--- config.mk ---
export PLATFORM = sky130hd
export DESIGN_NAME = vga_timing
export DESIGN_NICKNAME = d
export VERILOG_FILES = /design/src/rtl/vga_pkg.sv /design/src/rtl/vga_axis_counter.sv /design/src/rtl/vga_timing.sv
export SDC_FILE = /design/constraint.sdc
export NUM_CORES = 1
export LEC_CHECK = 0
export BUFFER_PORTS_ARGS = -buffer_cell sky130_fd_sc_hd__buf_2
export CORE_MARGIN = 1
export CORE_UTILIZATION = 57
export CTS_CLUSTER_SIZE = 8
export DETAILED_ROUTE_END_ITERATION = 7
export HOLD_SLACK_MARGIN = 0.03
export PLACE_DENSITY = 0.88
export SYNTH_ARGS = -nofsm -noshare
export SYNTH_HDL_FRONTEND = slang
export SYNTH_SLANG_ARGS = --single-unit
export TNS_END_PERCENT = 1
--- constraint.sdc ---
create_clock -name clk -period 3.2 [get_ports clk]
set_input_delay 0.16 -clock clk [delete_from_list [all_inputs] [get_ports clk]]
set_output_delay 0.16 -clock clk [all_outputs]
set_load 0.02 [all_outputs]
--- src/rtl/vga_pkg.sv ---
// vga_pkg: shared 640x480@60 raster constants for the timing
// generator and the pattern stages that consume its coordinates.
package vga_pkg;

  localparam int COORD_W = 10;
  localparam int RGB_W   = 6;

  localparam int H_RES  = 640;
  localparam int H_FP   = 16;
  localparam int H_SYNC = 96;
  localparam int H_BP   = 48;

  localparam int V_RES  = 480;
  localparam int V_FP   = 10;
  localparam int V_SYNC = 2;
  localparam int V_BP   = 33;

  localparam logic H_POL = 1'b0;
  localparam logic V_POL = 1'b0;

  function automatic int axis_total(
    input int res,
    input int fp,
    input int sync,
    input int bp
  );
    return res + fp + sync + bp;
  endfunction

  localparam int H_TOTAL = axis_total(H_RES, H_FP, H_SYNC, H_BP);
  localparam int V_TOTAL = axis_total(V_RES, V_FP, V_SYNC, V_BP);

endpackage

--- src/rtl/vga_axis_counter.sv ---
// vga_axis_counter: one raster axis (line or frame direction).
// Flags are registered from the next count so they align with it.
module vga_axis_counter
  import vga_pkg::*;
#(
  parameter int   RES  = H_RES,
  parameter int   FP   = H_FP,
  parameter int   SYNC = H_SYNC,
  parameter int   BP   = H_BP,
  parameter logic POL  = 1'b0
) (
  input  logic               clk,
  input  logic               rst_n,
  input  logic               advance,
  output logic [COORD_W-1:0] count,
  output logic               active,
  output logic               sync,
  output logic               wrap
);

  localparam int TOTAL = axis_total(RES, FP, SYNC, BP);

  localparam logic [COORD_W-1:0] LAST  = COORD_W'(TOTAL - 1);
  localparam logic [COORD_W-1:0] ACT_N = COORD_W'(RES);
  localparam logic [COORD_W-1:0] S_BEG = COORD_W'(RES + FP);
  localparam logic [COORD_W-1:0] S_END = COORD_W'(RES + FP + SYNC - 1);

  logic [COORD_W-1:0] count_q, count_d;
  logic               active_q, active_d;
  logic               sync_q, sync_d;
  logic               wrap_d;

  // Next count and the flags that describe it.
  always_comb begin
    wrap_d   = advance && (count_q == LAST);
    count_d  = count_q;
    if (advance) begin
      count_d = wrap_d ? '0 : count_q + 1'b1;
    end
    active_d = (count_d < ACT_N);
    sync_d   = ((count_d >= S_BEG) && (count_d <= S_END)) ? POL : ~POL;
  end

  // Reset parks on the last position so the first edge wraps to 0.
  always_ff @(posedge clk) begin
    if (!rst_n) begin
      count_q  <= LAST;
      active_q <= 1'b0;
      sync_q   <= ~POL;
    end else begin
      count_q  <= count_d;
      active_q <= active_d;
      sync_q   <= sync_d;
    end
  end

  assign count  = count_q;
  assign active = active_q;
  assign sync   = sync_q;
  assign wrap   = wrap_d;

endmodule

--- src/rtl/vga_timing.sv ---
// vga_timing: free-running raster timing generator.
// Macro VGA_SYNC_DELAY_EN adds one register stage on hsync/vsync.
module vga_timing
  import vga_pkg::*;
#(
  parameter int   H_RES  = vga_pkg::H_RES,
  parameter int   H_FP   = vga_pkg::H_FP,
  parameter int   H_SYNC = vga_pkg::H_SYNC,
  parameter int   H_BP   = vga_pkg::H_BP,
  parameter int   V_RES  = vga_pkg::V_RES,
  parameter int   V_FP   = vga_pkg::V_FP,
  parameter int   V_SYNC = vga_pkg::V_SYNC,
  parameter int   V_BP   = vga_pkg::V_BP,
  parameter logic H_POL  = vga_pkg::H_POL,
  parameter logic V_POL  = vga_pkg::V_POL
) (
  input  logic               clk,
  input  logic               rst_n,
  output logic [COORD_W-1:0] sx,
  output logic [COORD_W-1:0] sy,
  output logic               de,
  output logic               hsync,
  output logic               vsync,
  output logic               line_start,
  output logic               frame_start
);

  logic h_active, h_sync, h_wrap;
  logic v_active, v_sync, v_wrap;
  logic line_start_q, frame_start_q;

  vga_axis_counter #(
    .RES (H_RES),
    .FP  (H_FP),
    .SYNC(H_SYNC),
    .BP  (H_BP),
    .POL (H_POL)
  ) u_h (
    .clk    (clk),
    .rst_n  (rst_n),
    .advance(1'b1),
    .count  (sx),
    .active (h_active),
    .sync   (h_sync),
    .wrap   (h_wrap)
  );

  vga_axis_counter #(
    .RES (V_RES),
    .FP  (V_FP),
    .SYNC(V_SYNC),
    .BP  (V_BP),
    .POL (V_POL)
  ) u_v (
    .clk    (clk),
    .rst_n  (rst_n),
    .advance(h_wrap),
    .count  (sy),
    .active (v_active),
    .sync   (v_sync),
    .wrap   (v_wrap)
  );

  // Strobes mark the edge on which the counters wrap to 0.
  always_ff @(posedge clk) begin
    if (!rst_n) begin
      line_start_q  <= 1'b0;
      frame_start_q <= 1'b0;
    end else begin
      line_start_q  <= h_wrap;
      frame_start_q <= h_wrap & v_wrap;
    end
  end

  assign de          = h_active & v_active;
  assign line_start  = line_start_q;
  assign frame_start = frame_start_q;

`ifdef VGA_SYNC_DELAY_EN
  logic hsync_q, vsync_q;

  // Syncs lag one cycle to line up with registered pixel data.
  always_ff @(posedge clk) begin
    if (!rst_n) begin
      hsync_q <= ~H_POL;
      vsync_q <= ~V_POL;
    end else begin
      hsync_q <= h_sync;
      vsync_q <= v_sync;
    end
  end

  assign hsync = hsync_q;
  assign vsync = vsync_q;
`else
  assign hsync = h_sync;
  assign vsync = v_sync;
`endif

endmodule

==> run metrics, run 1 <==
Synth warnings 0; core box area 0.00221 mm²; commonest cells in the synthesized netlist dfxtp_1, nand2_1, and2_1, nand3_1, o21ai_0; async set or reset register ratio after synthesis 0%; Layout area overhead 12.1%; Critical Path RT 3.42 ns; DIE AREA 0.00253 mm²; crit-path max FO 15; final period utilization 75.8%; Post-Synth Adder-Cell Area 3.76%; Overall Power 1.24 mW; setup repair bufs after CTS 0; Worst-Skew Late Latency 0.33 ns; 1st-pass router iterations 4; clk root buf clkbuf_4; hold buffer count at cts 0; fin area 0.00149 mm²; via count 1192; top cell type's share of synthesized area 39.1%; HPWL Detailed 1.97 mm; RSZ-0062 raised after global routing false; CTS H-tree lvls 1; Cell Rows 17; Die Ht 50.3 µm; Mapped Cells 152; Nets 182; syn_area_per_cell 8.76 µm²; Leak 0.668 nW; vias per cell 5.90; initial antenna violation count 0; GRT Util Overall 24.0%; Seq/Total Area, Yosys 39.1%; Post-CTS Resized 0; Worst Clk Skew 0.00443 ns; Final Slew Violations 0; met3 Use GR 3.03%; Post-Synth XOR/XNOR Area 7.24%; fmax 413 MHz; Rel. slew slack 68.5%; wire per inst 13.9 µm; Total Neg Setup Slack 0 ns; number of buffers created by CTS 3; I/O pins 27; synthesized cell area 0.00133 mm²; global routing's busiest layer met2; Final Wtd Congestion 0.864; simple-gate share of the synthesized area 32.2%; Syn Nets 158; gr ovfl total 0; input/output buffers 26; clk buf depth 2; die width 50.3 µm; CP Launch Type flop; Synth Area in Compound Gates 13.0%; main combinational cell family by area after synthesis simple AND/OR/NAND/NOR gates; Main synth FF type dfxtp_1; worst hold path class input pin to flop; dpl cell area 0.00147 mm²; drt initial violations 26; Crit Path Class flop to flop; maximum vdd drop 0.573 mV; TritonCTS clock tree built; Routed WL 2.82 mm; clk sinks 26; # Max-Cap Violations 0; Data arrival, critical path 2.65 ns; share of cells above drive strength 1 21.3%; met1 usage 31.5%; most frequent cell after synthesis dfxtp_1; synth top area cells dfxtp_1, and2_1, nand2_1; Reg clk slew, reported paths 0.14 ns; Fin. Hold Viols 0; post-synthesis mux area share 0.752%; Slew @ Worst Pin 0.467 ns; vias in the first global route 1011; Starting Density 60.2%; DRC Markers 0; post-route ant nets 0; Final Setup Violations 0; CP Capture Type flop; fin crit period 2.42 ns; first-pass GRT wire length 4.60 mm; count of cell types in the netlist 38; GR Layer Usage met2 38.0%; largest net degree at the start of global routing 24; Yosys reg bits 26; Yosys top cell by area dfxtp_1; pwr dens 832 mW/mm²; Antenna Cells 0; status finished clean; EDFF count, synth 0
-- critical path, cell delays in order (launching register included) --
cell and delay, ns:
dfxtp_1 0.42, ha_1 0.25, and4_1 0.27, and3_1 0.47
o21ai_0 0.20, a21oi_1 0.26, or4b_1 0.45
-- stage by stage --
step	cells	hold slack (ns)	worst slack, ns	util, %
detailed placement	199	0.513	0.796	66.5
floorplan	152	0.299	0.958	-
finish	202	0.175	0.776	67.5
CTS	202	0.173	0.779	67.5
global route	202	0.196	0.553	67.5
global placement	199	0.503	0.918	66.5
-- routing by layer --
layer	routed length (µm)	vias to the layer above	share of wire, %
met1	1330	554	47
met4	61	0	2.2
met5	0	-	0
li1	-	600	-
met2	1320	31	47
met3	99	7	3.5
-- flip-flops by register name, summed over array words and instances (netlist names) --
register,cells
frame_start,1
u_h.active,1
u_h.count,10
u_v.sync,1
u_h.sync,1
line_start,1
u_v.count,10
u_v.active,1
-- cells in the final DEF, fill, tap and decap left out, drive strengths merged, types with 4 or more instances in the layout --
cell type,Yosys,final
dfxtp,26,26
buf,0,26
nand2,15,15
and2,9,9
o21ai,9,9
nand3,9,9
inv,7,7
and3,7,7
xnor2,6,6
xor2,5,5
and4,4,4
nand4,4,4
nor3,4,4
a21oi,4,4
ha,4,4
-- kinds of logic (layout without fill, tap and decap cells) --
family / Yosys count / after routing
XOR/XNOR: 11 / 11
AO/OA/AOI/OAI: 26 / 26
adder cells (fa/ha/maj): 4 / 4
multiplexers: 1 / 1
buffers and inverters: 14 / 36
AND/OR/NAND/NOR: 70 / 70
flip-flops: 26 / 26
-- power breakdown --
part	internal, mW	leakage, nW	switching [mW]	total (mW)
combinational	0.238	0.441	0.358	0.596
sequential	0.401	0.213	0.104	0.504
clock	0.0442	0.0138	0.0966	0.141
total	0.683	0.668	0.559	1.24
-- path summary, 6_finish.rpt --
path                           startpoint                       to  slack [ns]  cells past startpoint
setup reg to reg  u_h.count[0]$_SDFF_PN1_      u_v.sync$_SDFF_PN1_        0.78                      6
setup / recovery  u_h.count[0]$_SDFF_PN1_      u_v.sync$_SDFF_PN1_        0.78                      6
hold reg to reg   u_h.count[9]$_SDFF_PN1_      u_h.sync$_SDFF_PN1_        0.56                      2
hold / removal                      rst_n  u_v.count[9]$_SDFF_PN1_        0.18                      2
-- layout make-up --
class                      instances  area (µm²)
multi-input combinational        112         758
fill                             203         719
sequential                        26         520
timing repair buffer              26         130
tap                               28        35.0
inverter                           7        26.3
clock buffer                       3        22.5
Note: power is estimated with default switching activity, not from simulation.
==> inputs of run 2 (changes only) <==
- ABC_AREA: default -> 1
- CORE_UTILIZATION: 57 -> 48
- PLACE_DENSITY: 0.88 -> 0.8
- clock period: 3.2 -> 2.14 ns (I/O delays scaled with it)
==> run 2 against run 1 <==
- utilization shrank 11 points
- first-iteration DRC count increased by 23%
- clock skew up 0.0013 ns
- via count increased by 4.3%
- non-clock buffer count unchanged
- worst hold slack got worse by 0.12 ns
==> run metrics, run 2 <==
Final Setup Violations 0 (unchanged); drt initial violations 32 (+23%); Worst-Skew Late Latency 0.32 ns (about the same); fin crit period 1.79 ns (-0.632 ns); R2R Setup Slk 0.35 ns (-0.43 ns); CTS H-tree lvls 1 (unchanged); Reg clk slew, reported paths 0.14 ns (about the same); input/output buffers 26 (unchanged); commonest cells in the synthesized netlist nand2_1, nor2_1, dfxtp_1; switching share of total power 50.9% (+5.9 points); Clock power frac 9.9% (-1.4 points); Post-CTS Resized 0 (unchanged); via count 1243 (+4.3%); fmax 558 MHz (+35%); Final Slew Violations 0 (unchanged); hold endpoint u_h.count[8]$_SDFF_PN1_; Layout area overhead 13.2%; CP Launch Type flop; switching power 1.28 mW (+130%); Routed WL 2.77 mm (-1.6%); maximum vdd drop 0.824 mV (+44%); DRC Markers 0 (unchanged); Reg power frac 33.8% (-6.8 points); clk buf depth 2 (unchanged); Main synth FF type dfxtp_1; syn_area_per_cell 7.15 µm² (-18%); Slew @ Worst Pin 0.409 ns (-0.0583 ns); most frequent cell after synthesis nand2_1; Die Ht 55.5 µm (+10%); initial antenna violation count 0 (unchanged); die width 55.5 µm (+10%); Synth warnings 0 (unchanged); crit-path max FO 10 (-5); top cell type's share of synthesized area 37.9% (-1.2 points); vias per cell 4.99 (-15%); DIE AREA 0.00308 mm² (+22%); 1st-pass router iterations 4 (unchanged); WHS 0.0597 ns (-0.116 ns); clk root buf clkbuf_4; Syn Nets 198 (+25%); first-pass GRT wire length 4.77 mm (+3.7%); wire per inst 11.1 µm (-20%); synthesized cell area 0.00137 mm² (+3.1%); CP Capture Type flop; most frequent cells in the layout nand2_1, nor2_1, dfxtp_1, buf_2, inv_1; Critical Path RT 2.37 ns (-1.05 ns); Yosys top cell by area dfxtp_1; reg2reg end u_v.sync$_SDFF_PN1_; Crit Path Class flop to flop; final period utilization 83.7% (+8.0 points); Yosys reg bits 26 (unchanged); setup repair bufs after CTS 0 (unchanged); core box area 0.00273 mm² (+24%); EDFF count, synth 0 (unchanged); I/O pins 27 (unchanged); Seq/Total Area, Yosys 37.9% (-1.2 points); reg2reg start u_h.count[0]$_SDFF_PN1_; pwr dens 1610 mW/mm² (+94%); status finished clean; GRT Util Overall 19.6% (-4.5 points); Logic pwr share 56.3% (+8.3 points); Leak 0.747 nW (+12%); count of cell types in the netlist 32 (-16%); Cell Rows 19 (+2); design internal power 1.23 mW (+80%); dpl cell area 0.00152 mm² (+3.2%); fin area 0.00155 mm² (+4.1%); vias in the first global route 1121 (+11%); gr ovfl total 0 (unchanged); Mapped Cells 192 (+26%); post-route ant nets 0 (unchanged); # Max-Cap Violations 0 (unchanged); hold-critical path depth 2 (unchanged); Starting Density 50.2% (-10 points); HPWL Detailed 2.14 mm (+8.6%); worst hold path class input pin to flop; RSZ-0062 raised after global routing false; hold_sp rst_n; synth top area cells dfxtp_1, nand2_1, nor2_1; async set or reset register ratio after synthesis 0% (unchanged); Nets 225 (+24%); Fin. Hold Viols 0 (unchanged); hold buffer count at cts 0 (unchanged); Final Wtd Congestion 0.895 (+3.6%); commonest non-fill, non-tap cell in the layout nand2_1; cells on worst reg2reg path 10 (+4); largest net degree at the start of global routing 20 (-17%); Rel. slew slack 72.7% (+4.3 points); Layout fillers 274 (+35%); Antenna Cells 0 (unchanged); number of buffers created by CTS 3 (unchanged); Worst Clk Skew 0.00569 ns (+0.00126 ns); clk sinks 26 (unchanged); TritonCTS clock tree built; share of cells above drive strength 1 21.6% (+0.30 points); Total Neg Setup Slack 0 ns (unchanged); Overall Power 2.51 mW (+100%); Data arrival, critical path 2.02 ns (-0.63 ns)
-- run 2: cell count changes after synthesis, moves of 8 or more --
cell	change
and2_1	-8
inv_1	+13
nor2_1	+30
nand2_1	+30
-- run 2: power groups by stage --
stage          combinational, mW  clock, mW  sequential, mW
3_5_place_dp                1.41          0           0.857
6_report                    1.41      0.249           0.848
5_1_grt                     1.56      0.278           0.875
4_1_cts                     1.42      0.255           0.845
2_1_floorplan              0.953          0           0.992
3_3_place_gp                1.39          0           0.852
-- run 2: how the worst max path moves through the flow --
stage / to / from / depth (start not counted)
after floorplan: u_v.sync$_SDFF_PN1_ / u_h.count[0]$_SDFF_PN1_ / 10
after global placement: u_v.sync$_SDFF_PN1_ / u_h.count[0]$_SDFF_PN1_ / 10
after detailed placement: u_v.sync$_SDFF_PN1_ / u_h.count[0]$_SDFF_PN1_ / 10
after CTS: u_v.sync$_SDFF_PN1_ / u_h.count[0]$_SDFF_PN1_ / 10
after global routing: u_v.sync$_SDFF_PN1_ / u_h.count[0]$_SDFF_PN1_ / 10
final: u_v.sync$_SDFF_PN1_ / u_h.count[0]$_SDFF_PN1_ / 10
-- run 2: area by class of cell --
type / count / area [µm²] / area share [%]
timing repair buffer: 26 / 130 / 8.37
tap: 31 / 38.8 / 2.50
inverter: 22 / 82.6 / 5.31
clock buffer: 4 / 36.3 / 2.33
sequential: 26 / 520 / 33.5
multi-input combinational: 140 / 746 / 48.0
-- run 2: logic make-up (layout without fill, tap and decap cells) --
group | Yosys count | in the layout | synth area share [%]
xor gates and xnor gates | 8 | 8 | 5.11
and+or+nand+nor | 116 | 116 | 40.4
AOI/OAI and AO/OA | 12 | 12 | 5.20
DFF | 26 | 26 | 37.9
adders and majority gates | 4 | 4 | 3.65
buffers and inverters | 26 | 52 | 7.75
-- run 2: stage by stage --
stage / setup slack, ns / cells / util (%)
final: 0.348 / 249 / 56.8
after global routing: 0.124 / 249 / 56.8
after CTS: 0.328 / 249 / 56.8
after detailed placement: 0.346 / 245 / 55.5
after global placement: 0.402 / 245 / 55.5
after floorplan: 0.426 / 192 / -
-- run 2: critical path: stages (launching register included) --
cell and delay, ns:
dfxtp_1 0.41, ha_1 0.23, nand2_1 0.10, nor2_2 0.18, nand3_4 0.17, a21oi_1 0.17, nand2_1 0.08, nor2_1 0.13
nand2_1 0.07, nor2_1 0.09, nand4_1 0.07
-- run 2: layer usage --
layer	vias up	part of all wire, %	global-route usage [%]
met3	9	2.9	3.28
met4	0	2.5	10.0
li1	654	-	-
met5	-	0	0
met1	558	50	26.3
met2	22	45	30.3
